**src/rtl/l2_ingress_port_pkg.sv**
```systemverilog
// Shared definitions for the L2 ingress port.
// Holds the start-of-frame delimiter, frame field positions, the broadcast
// address, the line-idle history pattern and the deserializer state type.
package l2_ingress_port_pkg;

    // Start-of-frame delimiter, occupying the top nibble of every frame
    localparam int unsigned SFD_W  = 4;
    localparam logic [SFD_W-1:0] SFD = 4'b0101;

    // Frame layout: {SFD[15:12], Dest[11:8], Src[7:4], Payload[3:0]}
    localparam int unsigned SFD_LO  = 12;
    localparam int unsigned DEST_LO = 8;
    localparam int unsigned SRC_LO  = 4;
    localparam int unsigned PAY_LO  = 0;

    // All-ones address is broadcast and is never learned as a source
    localparam logic [3:0] BCAST_ADDR = 4'hF;

    // Line history after reset or after a completed frame (idle line is high)
    localparam logic [SFD_W-1:0] HIST_IDLE = 4'b1111;

    typedef enum logic {
        HUNT    = 1'b0,
        CAPTURE = 1'b1
    } rx_state_t;

endpackage

```
**src/rtl/l2_ingress_port_frame_fifo.sv**
```systemverilog
// frame_fifo: synchronous frame buffer between the deserializer and the fabric.
// Ports:
//   clk, rst_n       clock, asynchronous active-low reset
//   push, push_data  write request and frame; accepted when not full, or when
//                    full and a pop happens on the same edge
//   pop              read request; ignored when empty
//   pop_data         head-of-FIFO frame, forced to zero while empty
//   full, empty      occupancy flags
module frame_fifo #(
    parameter int unsigned WIDTH = 16,
    parameter int unsigned DEPTH = 4
) (
    input  logic             clk,
    input  logic             rst_n,
    input  logic             push,
    input  logic [WIDTH-1:0] push_data,
    input  logic             pop,
    output logic [WIDTH-1:0] pop_data,
    output logic             full,
    output logic             empty
);

    localparam int unsigned AW = $clog2(DEPTH);
    localparam logic [AW:0] CNT_FULL = (AW+1)'(DEPTH);

    logic [WIDTH-1:0] mem [DEPTH];
    logic [AW-1:0]    wr_ptr;
    logic [AW-1:0]    rd_ptr;
    logic [AW:0]      count;
    logic             do_push;
    logic             do_pop;

    assign full  = (count == CNT_FULL);
    assign empty = (count == '0);

    assign do_pop  = pop && !empty;
    // A write into a full buffer is still taken when the head leaves on the
    // same edge; the slot being written is the one being vacated.
    assign do_push = push && (!full || do_pop);

    assign pop_data = empty ? '0 : mem[rd_ptr];

    always_ff @(posedge clk or negedge rst_n) begin
        if (!rst_n) begin
            wr_ptr <= '0;
            rd_ptr <= '0;
            count  <= '0;
        end else begin
            // Pointers wrap naturally since DEPTH is a power of two
            if (do_push) wr_ptr <= wr_ptr + AW'(1);
            if (do_pop)  rd_ptr <= rd_ptr + AW'(1);
            case ({do_push, do_pop})
                2'b10:   count <= count + (AW+1)'(1);
                2'b01:   count <= count - (AW+1)'(1);
                default: count <= count;
            endcase
        end
    end

    always_ff @(posedge clk) begin
        if (do_push) mem[wr_ptr] <= push_data;
    end

endmodule

```
**src/rtl/l2_ingress_port.sv**
```systemverilog
// l2_ingress_port: serial-to-parallel ingress for one switch port.
// Hunts for the SFD on the serial line, captures the remaining frame bits,
// buffers whole frames in frame_fifo and reports learnable source addresses.
// Ports:
//   clk, rst_n       clock, asynchronous active-low reset
//   rx_bit           serial line, idle high, MSB first, one bit per clk
//   frame_out        head-of-FIFO frame towards the fabric (0 when empty)
//   frame_out_valid  FIFO non-empty
//   frame_out_ready  fabric accepts frame_out on this edge
//   learn_valid      one-cycle pulse after a buffered frame with non-broadcast Src
//   learn_src        Src field of that frame
//   drop_count       saturating count of frames lost to overflow
module l2_ingress_port
    import l2_ingress_port_pkg::*;
#(
    parameter int unsigned DEPTH      = 16,
    parameter int unsigned ADDR_WIDTH = 4,
    parameter int unsigned FIFO_DEPTH = 4
) (
    input  logic                  clk,
    input  logic                  rst_n,
    input  logic                  rx_bit,
    output logic [DEPTH-1:0]      frame_out,
    output logic                  frame_out_valid,
    input  logic                  frame_out_ready,
    output logic                  learn_valid,
    output logic [ADDR_WIDTH-1:0] learn_src,
    output logic [7:0]            drop_count
);

    localparam int unsigned CAP_BITS = DEPTH - SFD_W;
    localparam int unsigned CNT_W    = $clog2(CAP_BITS);
    localparam logic [CNT_W-1:0] CNT_LAST = CNT_W'(CAP_BITS - 1);

    rx_state_t state, state_nxt;

    // Only the three most recent line bits can complete an SFD match together
    // with the incoming bit, so the oldest history bit is never stored.
    logic [SFD_W-2:0]    hist, hist_nxt;
    logic [CNT_W-1:0]    cnt, cnt_nxt;
    // Holds all captured bits except the last, which is taken straight from
    // the line on the write edge.
    logic [CAP_BITS-2:0] cap, cap_nxt;

    logic                  push;
    logic [DEPTH-1:0]      push_frame;
    logic [ADDR_WIDTH-1:0] push_src;
    logic                  push_bcast;
    logic                  fifo_full;
    logic                  fifo_empty;
    logic                  pop;
    logic                  push_ok;
    logic                  drop;

    // ---------------- deserializer FSM ----------------
    always_ff @(posedge clk or negedge rst_n) begin
        if (!rst_n) begin
            state <= HUNT;
            hist  <= HIST_IDLE[SFD_W-2:0];
            cnt   <= '0;
            cap   <= '0;
        end else begin
            state <= state_nxt;
            hist  <= hist_nxt;
            cnt   <= cnt_nxt;
            cap   <= cap_nxt;
        end
    end

    always_comb begin
        state_nxt = state;
        hist_nxt  = hist;
        cnt_nxt   = cnt;
        cap_nxt   = cap;
        push      = 1'b0;
        case (state)
            HUNT: begin
                hist_nxt = {hist[SFD_W-3:0], rx_bit};
                if ({hist, rx_bit} == SFD) begin
                    state_nxt = CAPTURE;
                    cnt_nxt   = '0;
                end
            end
            CAPTURE: begin
                cap_nxt = {cap[CAP_BITS-3:0], rx_bit};
                cnt_nxt = cnt + CNT_W'(1);
                if (cnt == CNT_LAST) begin
                    push      = 1'b1;
                    state_nxt = HUNT;
                    hist_nxt  = HIST_IDLE[SFD_W-2:0];
                    cnt_nxt   = '0;
                end
            end
            default: begin
                state_nxt = HUNT;
            end
        endcase
    end

    assign push_frame = {SFD, cap, rx_bit};
    assign push_src   = push_frame[SRC_LO +: ADDR_WIDTH];
    assign push_bcast = (push_src == BCAST_ADDR[ADDR_WIDTH-1:0]);

    // ---------------- frame buffer ----------------
    assign frame_out_valid = !fifo_empty;
    assign pop             = frame_out_valid && frame_out_ready;
    assign push_ok         = push && (!fifo_full || pop);
    assign drop            = push && fifo_full && !pop;

    frame_fifo #(
        .WIDTH (DEPTH),
        .DEPTH (FIFO_DEPTH)
    ) u_frame_fifo (
        .clk       (clk),
        .rst_n     (rst_n),
        .push      (push),
        .push_data (push_frame),
        .pop       (pop),
        .pop_data  (frame_out),
        .full      (fifo_full),
        .empty     (fifo_empty)
    );

    // ---------------- learning and drop accounting ----------------
    always_ff @(posedge clk or negedge rst_n) begin
        if (!rst_n) begin
            learn_valid <= 1'b0;
            learn_src   <= '0;
            drop_count  <= '0;
        end else begin
            learn_valid <= push_ok && !push_bcast;
            if (push_ok && !push_bcast) learn_src <= push_src;
            if (drop && (drop_count != 8'hFF)) drop_count <= drop_count + 8'd1;
        end
    end

endmodule

```
**config.mk**
```make
export PLATFORM = sky130hd
export DESIGN_NAME = l2_ingress_port
export DESIGN_NICKNAME = d
export VERILOG_FILES = /design/src/rtl/l2_ingress_port_pkg.sv /design/src/rtl/l2_ingress_port_frame_fifo.sv /design/src/rtl/l2_ingress_port.sv
export SDC_FILE = /design/constraint.sdc
export NUM_CORES = 1
export LEC_CHECK = 0
export ABC_AREA = 1
export CORE_UTILIZATION = 55
export DETAILED_ROUTE_END_ITERATION = 7
export PLACE_DENSITY = 0.84
export SLEW_MARGIN = 20
export SYNTH_ARGS = -nofsm -noshare
export SYNTH_HDL_FRONTEND = slang
export SYNTH_HIERARCHICAL = 1
export SYNTH_SLANG_ARGS = --single-unit
```
**constraint.sdc**
```tcl
create_clock -name clk -period 2.8 [get_ports clk]
set_clock_uncertainty 0.2 [all_clocks]
set_input_delay 0.56 -clock clk [delete_from_list [all_inputs] [get_ports clk]]
set_output_delay 0.56 -clock clk [all_outputs]
set_load 0.03 [all_outputs]
```
==> impl_results.md, run 1 <==
* Slowest library cell on the worst path: sky130_fd_sc_hd__dfrtp_1
* Maximum single-stage delay on the critical path at 690 ps
* CP delay by family, top: flip-flops
* Initial Utilization at 58.16%
* Fraction of layout instances using a drive strength above 1 at 17.97%
* Worst-path cell chain: inv_6, nand3_2, a21oi_2, buf_4
* Max IR drop VDD at 563.9 uV
* Most frequent cells in the layout: sky130_fd_sc_hd__nand2_1, sky130_fd_sc_hd__inv_1, sky130_fd_sc_hd__edfxtp_1
* Power density over the cells at 968.9 nW/um^2
* Post-Route Setup TNS at 0 ps
* Number of DRC violations after detailed routing at 0
* Number of antenna diodes at 0
* Die area at 9244 sq um
* Setup slack after layout at 162.1 ps
* Tot GR Track Use at 20.21%
* CTS Buffer Depth at 2
* Most frequent standard cell in the layout excluding fill and tap cells: sky130_fd_sc_hd__nand2_1
* Global-route wire length before repair at 13970 um
* Number of port buffers at 33
* Detailed-router iteration count before antenna repair at 4
* Leakage power at 2.562 nW
* Startpoint type of the worst setup path: register
* Routed wire length at 8296 um
* Count of cells resized by post-cts repair at 0
* Vias in the first global route at 3032
* Max Fclk at 379.1 MHz
* Clock network latency to the later pin of the worst-skew pair at 360 ps
* Max-slew violation count at 0
* Dpl hpwl at 5691 um
* Horizontal die dimension at 96.15 um
* Number of synthesized register bits at 103
* DIE HEIGHT at 96.15 um
* Worst endpoint data arrival time at 1880 ps
* Number of buffers inserted for hold repair after clock tree synthesis at 0
* Number of instances in the synthesized netlist at 493
* Final setup violation count at 0
* Initial antenna violation count at 0
* Critical path data required time at 2040 ps
* Mean area per synthesized cell at 9.888 sq um
* Area fraction of the dominant cell type after synthesis at 39.43%
* Area of the core at 8382 sq um
* Least-Margin Pin Slew at 866.8 ps
* Multi-input combinational cell area at 1501 sq um
* Clock-pin slew on the worst setup and hold paths at 100 ps
* Pin count of the biggest net entering global routing at 40
* Synth async-reset ratio at 37.86%
* Final period utilization at 94.21%
* Hold Crit Class: in -> async
* Leading area contributor after synthesis: sky130_fd_sc_hd__edfxtp_1
* Sum of overflow across all layers after global routing at 0
* Post-synth EDFFs at 64
* Number of hold violations in the final report at 0
* Final Critical Period at 2638 ps
* Run status: completed
* Final weighted congestion in routability-driven placement at 0.8070
* Depth of the CTS H-tree at 3
* FP Rows at 33
* Final #Nets at 558
* Detail Route Antenna Nets at 0
* CP Max Fanout at 19
* Category of the most critical setup path: reg -> out
* Proportion of synthesized chip area in sequential cells at 59.52%
* Post-Layout Cell Count at 656
* Number of distinct library cells after synthesis at 34
* Cell count after placement at 640
* Via/cell ratio at 4.925
* Clock tree root buffer cell: sky130_fd_sc_hd__clkbuf_8
* Synthesis Warnings at 6
* Post-synthesis cell area at 4875 sq um
* Number of top-level pins at 34
* Worst Path Buf+Inv at 2
* Num Clock Sinks at 103
* Max-cap violations at 0
* CTS tree: yes
* Area occupied by registers at 2902 sq um
* Biggest area contributors in the synthesized netlist: sky130_fd_sc_hd__edfxtp_1, sky130_fd_sc_hd__dfrtp_1, sky130_fd_sc_hd__nand2_1
* Tightest slew margin relative to the limit at 42.22%
* Type of destination of the critical path: output pin
* Leading register cell type out of synthesis: sky130_fd_sc_hd__edfxtp_1
* Fill cells at 640
* RSZ-0062 raised after global routing: no
* Via count at 3231
* Setup slack after placement at 68.71 ps
* Area delta synth->final at 12.42%
* DRC marker count from the first detailed-route iteration at 228
* Total CTS buffers at 9
* Buffer count from post-CTS setup fixing at 0
* Routed wire per std cell at 12.65 um
==> worst register-to-register path: stages, from the launching register on <==
cell and delay [ps]:
sky130_fd_sc_hd__dfrtp_1 440, sky130_fd_sc_hd__nor2_2 190, sky130_fd_sc_hd__nand2_2 100, sky130_fd_sc_hd__inv_4 60, sky130_fd_sc_hd__nor2_1 60, sky130_fd_sc_hd__inv_1 70
sky130_fd_sc_hd__nand3_2 100, sky130_fd_sc_hd__nand2_2 140, sky130_fd_sc_hd__ha_1 190, sky130_fd_sc_hd__inv_1 70, sky130_fd_sc_hd__fa_1 390, sky130_fd_sc_hd__nand2_1 110
sky130_fd_sc_hd__nand3_1 80, sky130_fd_sc_hd__nand2_1 60, sky130_fd_sc_hd__nand2_1 50
==> layout make-up <==
type,count,share of cell area [%]
multi-input combinational,284,27.40
clock buffer,9,2.260
timing repair buffer,42,6.438
tap,105,2.397
sequential,103,52.95
clock inverter,7,1.119
inverter,106,7.443
==> where the power goes <==
| group | switching, W | internal (W) |
|---|---|---|
| logic | 0.00144 | 0.000794 |
| clock network | 0.000522 | 0.000340 |
| registers | 0.000286 | 0.00193 |
==> sequential cells by signal, summed over array words and instances, names as in the netlist, 2 cells and up <==
signal and flops:
cnt 4, u_frame_fifo/mem 64, u_frame_fifo/count 3, drop_count 8, hist 3, learn_src 4, u_frame_fifo/wr_ptr 2, cap 11
u_frame_fifo/rd_ptr 2
==> per-stage QoR <==
| stage | util, % | instance area (sq um) | total power (W) | hold slack (ps) |
|---|---|---|---|---|
| final | 65.38 | 5480 | 0.005310 | 98.13 |
| after global placement | 63.17 | 5295 | 0.004390 | 276.0 |
| after detailed placement | 63.17 | 5295 | 0.004481 | 283.2 |
| after global routing | 65.38 | 5480 | 0.005627 | 166.5 |
| after floorplan | - | 4927 | 0.003881 | 64.41 |
| after CTS | 65.38 | 5480 | 0.005337 | 117.5 |
==> per-layer routing <==
| layer | global-route usage [%] | wire [um] |
|---|---|---|
| met3 | 2.765 | 358 |
| met5 | 0 | 0 |
| met4 | 8.209 | 157 |
| met1 | 26.66 | 3774 |
| met2 | 33.81 | 4006 |
==> kinds of logic after synthesis <==
logic type,synth area share [%]
adder cells (fa/ha/maj),2.207
AND/OR/NAND/NOR,20.94
AO/OA/AOI/OAI,5.519
XOR/XNOR,0.8985
buffers and inverters,10.75
other,0.1541
flip-flops,59.52
==> cell usage after synthesis, types with 5 or more instances <==
library cell and instances:
sky130_fd_sc_hd__nor2_1 13, sky130_fd_sc_hd__nand4_1 5, sky130_fd_sc_hd__edfxtp_1 64, sky130_fd_sc_hd__buf_2 6
sky130_fd_sc_hd__ha_1 7, sky130_fd_sc_hd__o21ai_0 16, sky130_fd_sc_hd__nand2_2 12, sky130_fd_sc_hd__nand2_1 128
sky130_fd_sc_hd__dfrtp_1 36, sky130_fd_sc_hd__o21ai_1 5, sky130_fd_sc_hd__buf_6 6, sky130_fd_sc_hd__nand3_1 30
sky130_fd_sc_hd__nand3_2 17, sky130_fd_sc_hd__inv_1 100, sky130_fd_sc_hd__a21oi_2 14
==> worst paths after layout <==
check	start	endpoint	slack, ps	depth (start not counted)
min in group clk	hist[2]$_DFFE_PN1P_	hist[2]$_DFFE_PN1P_	300	2
max	u_frame_fifo/rd_ptr[1]$_DFFE_PN0P_	frame_out[3]	160	4
min	rst_n	drop_count[0]$_DFFE_PN0P_	100	1
max in group asynchronous	rst_n	state$_DFF_PN0_	1740	1
max reg2reg	u_frame_fifo/count[0]$_DFFE_PN0P_	u_frame_fifo/count[2]$_DFFE_PN0P_	400	14
min reg2reg	hist[2]$_DFFE_PN1P_	hist[2]$_DFFE_PN1P_	300	2
Note: power is estimated with default switching activity, not from simulation.
==> inputs of run 2 (changes only) <==
ABC_AREA = default   (was 1)
PLACE_DENSITY = 0.85   (was 0.84)
==> run 2 against run 1 <==
Effect of this change: synthesized cell count is 49% lower; count of clock-buffer cells in the layout unchanged; combinational power is 19% lower; setup slack got worse by 89 ps; total power shrank 6.2%; wire length fell by 18%; highest routed layer unchanged.
==> impl_results.md, run 2 <==
* Final Critical Period at 2727 ps
* Number of port buffers at 33
* Area delta synth->final at 18.79%
* Number of DRC violations after detailed routing at 0
* Worst-path cell chain: buf_4, mux4_2, nor2b_1, dlygate4sd2_1
* Mean area per synthesized cell at 17.08 sq um
* Area fraction of the dominant cell type after synthesis at 45.18%
* Cell area after layout at 5054 sq um
* Leading area contributor after synthesis: sky130_fd_sc_hd__edfxtp_1
* Vias in the first global route at 2310
* Number of hold violations in the final report at 0
* DIE HEIGHT at 89.95 um
* Count leader, synth: sky130_fd_sc_hd__edfxtp_1
* CTS tree: yes
* Post-Route Setup TNS at 0 ps
* Clock tree root buffer cell: sky130_fd_sc_hd__clkbuf_8
* Final Core Density at 68.57%
* Category of the most critical setup path: reg -> out
* Pin count of the biggest net entering global routing at 40
* Initial Utilization at 57.72%
* Post-synth EDFFs at 64
* Most frequent standard cell in the layout excluding fill and tap cells: sky130_fd_sc_hd__edfxtp_1
* Initial antenna violation count at 0
* Die area at 8090 sq um
* Worst endpoint data arrival time at 1970 ps
* Dpl hpwl at 4570 um
* Most frequent cells in the layout: sky130_fd_sc_hd__edfxtp_1, sky130_fd_sc_hd__dfrtp_1, sky130_fd_sc_hd__nor2b_1
* Synthesis Warnings at 6
* Number of distinct library cells after synthesis at 38
* Buffer count from post-CTS setup fixing at 0
* DRC marker count from the first detailed-route iteration at 102
* Max-slew violation count at 0
* CP delay by family, top: buffers and inverters
* Largest registers: u_frame_fifo/mem: 64 flops, cap: 11 flops, drop_count: 8 flops
* Number of antenna diodes at 0
* Worst Path Buf+Inv at 2
* CTS Buffer Depth at 2
* Placement-stage cell area at 4861 sq um
* Final setup violation count at 0
* Num Clock Sinks at 103
* CP Max Fanout at 7
* Run status: completed
* Synth async-reset ratio at 37.86%
* Slowest library cell on the worst path: sky130_fd_sc_hd__mux4_2
* Area occupied by registers at 2902 sq um
* Global-route wire length before repair at 11550 um
* Clock network latency to the later pin of the worst-skew pair at 350 ps
* Type of destination of the critical path: output pin
* Critical path data required time at 2040 ps
* Post-synthesis cell area at 4254 sq um
* Hold Crit Class: in -> async
* Number of top-level pins at 34
* Area of the core at 7370 sq um
* Fill cells at 499
* Leading register cell type out of synthesis: sky130_fd_sc_hd__edfxtp_1
* Leakage power at 1.997 nW
* Max-cap violations at 0
* Number of synthesized register bits at 103
* Max reg flops at 64
* RSZ-0062 raised after global routing: no
* Routed wire per std cell at 16.29 um
* Horizontal die dimension at 89.95 um
* Clock-pin slew on the worst setup and hold paths at 100 ps
* Power density over the cells at 985.1 nW/um^2
* Total CTS buffers at 9
* Final period utilization at 97.40%
* Number of instances in the synthesized netlist at 249
* Biggest area contributors in the synthesized netlist: sky130_fd_sc_hd__edfxtp_1, sky130_fd_sc_hd__dfrtp_1, sky130_fd_sc_hd__mux4_2
* Depth of the CTS H-tree at 3
* Detail Route Antenna Nets at 0
* Max IR drop VDD at 500.4 uV
* Multi-input combinational cell area at 1328 sq um
* Commonest cells post-synth: sky130_fd_sc_hd__edfxtp_1, sky130_fd_sc_hd__dfrtp_1, sky130_fd_sc_hd__nor2b_1
* Register ranked first by flip-flop count: u_frame_fifo/mem
* Maximum single-stage delay on the critical path at 520 ps
* Tot GR Track Use at 18.94%
* Startpoint type of the worst setup path: register
* Sum of overflow across all layers after global routing at 0
* FP Rows at 31
* Max Fclk at 366.7 MHz
* Final #Nets at 326
* Least-Margin Pin Slew at 879.3 ps
* Via/cell ratio at 5.156
* Routed wire length at 6808 um
* Final weighted congestion in routability-driven placement at 0.7488
* Tightest slew margin relative to the limit at 41.38%
* Via count at 2155
* Proportion of synthesized chip area in sequential cells at 68.21%
* Detailed-router iteration count before antenna repair at 4
* Fraction of layout instances using a drive strength above 1 at 24.45%
## run 2: cell types whose count changed after synthesis, sizes merged, moves of 6 or more
cell   change
a21oi     -15
inv       -95
nand3     -43
mux2      +18
mux4      +16
o21ai     -20
nor2b     +17
xor2       +8
buf        -6
nand2    -136
## run 2: kinds of logic (layout without fill, tap and decap cells)
kind of cell,Yosys count,in the layout,share of synthesized area [%]
flip-flops,103,103,68.21
AND/OR/NAND/NOR,59,59,8.088
multiplexers,35,35,13.91
buffers and inverters,18,74,1.971
XOR/XNOR,14,14,2.882
AO/OA/AOI/OAI,10,10,2.235
adder cells (fa/ha/maj),8,8,2.529
other,2,16,0.1765
## run 2: path summary, 6_finish.rpt
kind / cells after the start / slack, ps / start / endpoint
max: 4 / 70 / u_frame_fifo/rd_ptr[0]$_DFFE_PN0P_ / frame_out[6]
min: 1 / 120 / rst_n / cnt[3]$_DFFE_PN0P_
max reg2reg: 10 / 320 / cnt[0]$_DFFE_PN0P_ / u_frame_fifo/count[2]$_DFFE_PN0P_
min reg2reg: 1 / 300 / drop_count[6]$_DFFE_PN0P_ / drop_count[6]$_DFFE_PN0P_
max in group asynchronous: 1 / 1730 / rst_n / cap[8]$_DFFE_PN0P_
min in group clk: 1 / 300 / drop_count[6]$_DFFE_PN0P_ / drop_count[6]$_DFFE_PN0P_
## run 2: layer usage
layer	up-vias	wire (um)	track usage, %
li1	1027	-	-
met1	1079	2933	23.45
met2	35	3544	32.37
met3	14	161	3.215
met4	0	168	9.677
met5	-	0	0
## run 2: timing repair
action	4_1_cts	5_1_grt
hold buffers	0	0
pin swaps	0	0
setup endpoints to repair	14	1
resized for setup	14	1
## run 2: final cells by class
cell class | instances | share of cell area, %
clock inverters | 7 | 1.659
flip-flops and latches | 103 | 57.42
repair buffers | 48 | 9.012
well taps | 99 | 2.451
clock buffers | 9 | 2.451
inverters | 10 | 0.7428
multi-input cells | 142 | 26.27
## run 2: through the flow
| step | instances | setup slack (ps) | hold WS (ps) | total power, W |
|---|---|---|---|---|
| 4_1_cts | 418 | 36.67 | 138.2 | 0.005030 |
| 6_report | 418 | 72.87 | 117.6 | 0.004979 |
| 3_3_place_gp | 402 | 120.3 | 277.2 | 0.004107 |
| 2_1_floorplan | 263 | 14.87 | 64.41 | 0.003499 |
| 5_1_grt | 418 | 12.72 | 175.9 | 0.005250 |
| 3_5_place_dp | 402 | 74.09 | 286.8 | 0.004172 |
## run 2: power breakdown
group / internal (W) / switching [W]
sequential: 0.00195 / 0.000261
clock: 0.000433 / 0.000526
combinational: 0.000869 / 0.000940
total: 0.00325 / 0.00173
==> inputs of run 3 (changes only) <==
REMOVE_ABC_BUFFERS = 1   (was default)
==> run 3 against run 2 <==
Effect of this change: global-route usage about the same; wire length up 1.9%; fmax down 0.35%; die area unchanged; count of clock-buffer cells in the layout unchanged; highest routed layer unchanged.
==> impl_results.md, run 3 (synthesized netlist as in run 2, its figures left out) <==
* Run status: completed
* Routing usage on met2 at 33.27%
* Max-slew violation count at 0
* Global-route wire length before repair at 11590 um
* Sum of overflow across all layers after global routing at 0
* Max reg flops at 64
* Global Route met1 Usage at 23.39%
* Num Clock Sinks at 103
* Final Core Density at 67.83%
* CP Max Fanout at 15
* Hold Crit Class: in -> async
* DRC marker count from the first detailed-route iteration at 121
* Reg-to-reg setup timing slack at 270 ps
* FP Rows at 31
* Number of port buffers at 33
* Via count at 2184
* Final Critical Period at 2737 ps
* Number of hold violations in the final report at 0
* Final setup violation count at 0
* Routed wire per std cell at 16.72 um
* RSZ-0062 raised after global routing: no
* Largest registers: u_frame_fifo/mem: 64 flops, cap: 11 flops, drop_count: 8 flops
* Pin count of the biggest net entering global routing at 40
* Peak-usage layer in the global routing report: met2
* Worst endpoint data arrival time at 1980 ps
* Dpl hpwl at 4404 um
* Tightest slew margin relative to the limit at 42.48%
* Final #Nets at 323
* Critical path data required time at 2040 ps
* Via/cell ratio at 5.263
* Most frequent standard cell in the layout excluding fill and tap cells: sky130_fd_sc_hd__edfxtp_1
* Clock tree root buffer cell: sky130_fd_sc_hd__clkbuf_8
* Die area at 8090 sq um
* Register ranked first by flip-flop count: u_frame_fifo/mem
* Detailed-router iteration count before antenna repair at 4
* Max IR drop VDD at 529.8 uV
* Vias in the first global route at 2321
* Category of the most critical setup path: reg -> out
* Horizontal die dimension at 89.95 um
* Fraction of layout instances using a drive strength above 1 at 25.00%
* CTS tree: yes
* Least-Margin Pin Slew at 862.8 ps
* Number of DRC violations after detailed routing at 0
* Startpoint type of the worst setup path: register
* Tot GR Track Use at 18.92%
* Depth of the CTS H-tree at 3
* Total CTS buffers at 9
* Hold_ws at 102.6 ps
* Final weighted congestion in routability-driven placement at 0.7362
* Number of antenna diodes at 0
* Max-cap violations at 0
* Post-Route Setup TNS at 0 ps
* DIE HEIGHT at 89.95 um
* Clock-pin slew on the worst setup and hold paths at 100 ps
* Number of top-level pins at 34
* Detail Route Antenna Nets at 0
* Leakage power at 1.962 nW
* Fill cells at 525
* Buffer count from post-CTS setup fixing at 0
* Area of the core at 7370 sq um
* Max Fclk at 365.4 MHz
* Post-Layout Cell Count at 415
* Type of destination of the critical path: output pin
* CTS Buffer Depth at 2
* Initial Utilization at 57.72%
* Power density over the cells at 1003 nW/um^2
* Area delta synth->final at 17.50%
* GR met3 Demand/Resource at 3.807%
* Cell count after placement at 399
* Number of buffers inserted for hold repair after clock tree synthesis at 0
* Final period utilization at 97.74%
* Initial antenna violation count at 0
* Routed wire length at 6940 um
* Most frequent cells in the layout: sky130_fd_sc_hd__edfxtp_1, sky130_fd_sc_hd__dfrtp_1, sky130_fd_sc_hd__nor2b_1
* Clock network latency to the later pin of the worst-skew pair at 360 ps
[run 3: worst paths after layout]
path,to,cells past startpoint,start
worst max-delay path,frame_out[1],4,u_frame_fifo/rd_ptr[0]$_DFFE_PN0P_
worst max register to register,u_frame_fifo/count[2]$_DFFE_PN0P_,10,cnt[0]$_DFFE_PN0P_
worst min register to register,hist[2]$_DFFE_PN1P_,2,hist[1]$_DFFE_PN1P_
min in group clk,hist[2]$_DFFE_PN1P_,2,hist[1]$_DFFE_PN1P_
max in group asynchronous,drop_count[0]$_DFFE_PN0P_,1,rst_n
worst min-delay path,cnt[0]$_DFFE_PN0P_,1,rst_n
[run 3: critical path: stages (launching register included)]
cell,delay (ps)
sky130_fd_sc_hd__dfrtp_1,410
sky130_fd_sc_hd__buf_12,190
sky130_fd_sc_hd__mux4_2,510
sky130_fd_sc_hd__nor2b_1,140
sky130_fd_sc_hd__dlygate4sd2_1,360
[run 3: per-stage QoR]
step	total power, W	area [sq um]	worst slack [ps]
finish	0.005012	4999	63.30
global route	0.005291	4999	0.01887
CTS	0.005070	5017	5.338
detailed placement	0.004154	4812	59.56
global placement	0.004079	4812	123.1
floorplan	0.003435	4260	-149.0
[run 3: area by class of cell]
class,instances,area [sq um],share of cell area [%]
clock inverters,7,101.3,2.028
well taps,99,123.9,2.478
repair buffers,45,389.1,7.785
clock buffers,9,123.9,2.478
flip-flops and latches,103,2902,58.05
inverters,10,37.54,0.7509
multi-input cells,142,1321,26.43
[run 3: what timing repair did]
action	in CTS	in global routing
gates cloned	0	0
resized for setup	16	15
endpoints found under the hold margin	0	0
endpoints found under the setup margin	16	9
pin swaps	0	0
[run 3: power by group]
group | switching [W] | internal (W)
sequential | 0.000248 | 0.00195
clock | 0.000508 | 0.000513
combinational | 0.000952 | 0.000840
total | 0.00171 | 0.00330
[run 3: layer usage]
layer  vias up  part of all wire [%]
met5         -                     0
met3         9                   3.7
li1       1022                     -
met1      1106                    42
met4         0                   1.4
met2        47                    52
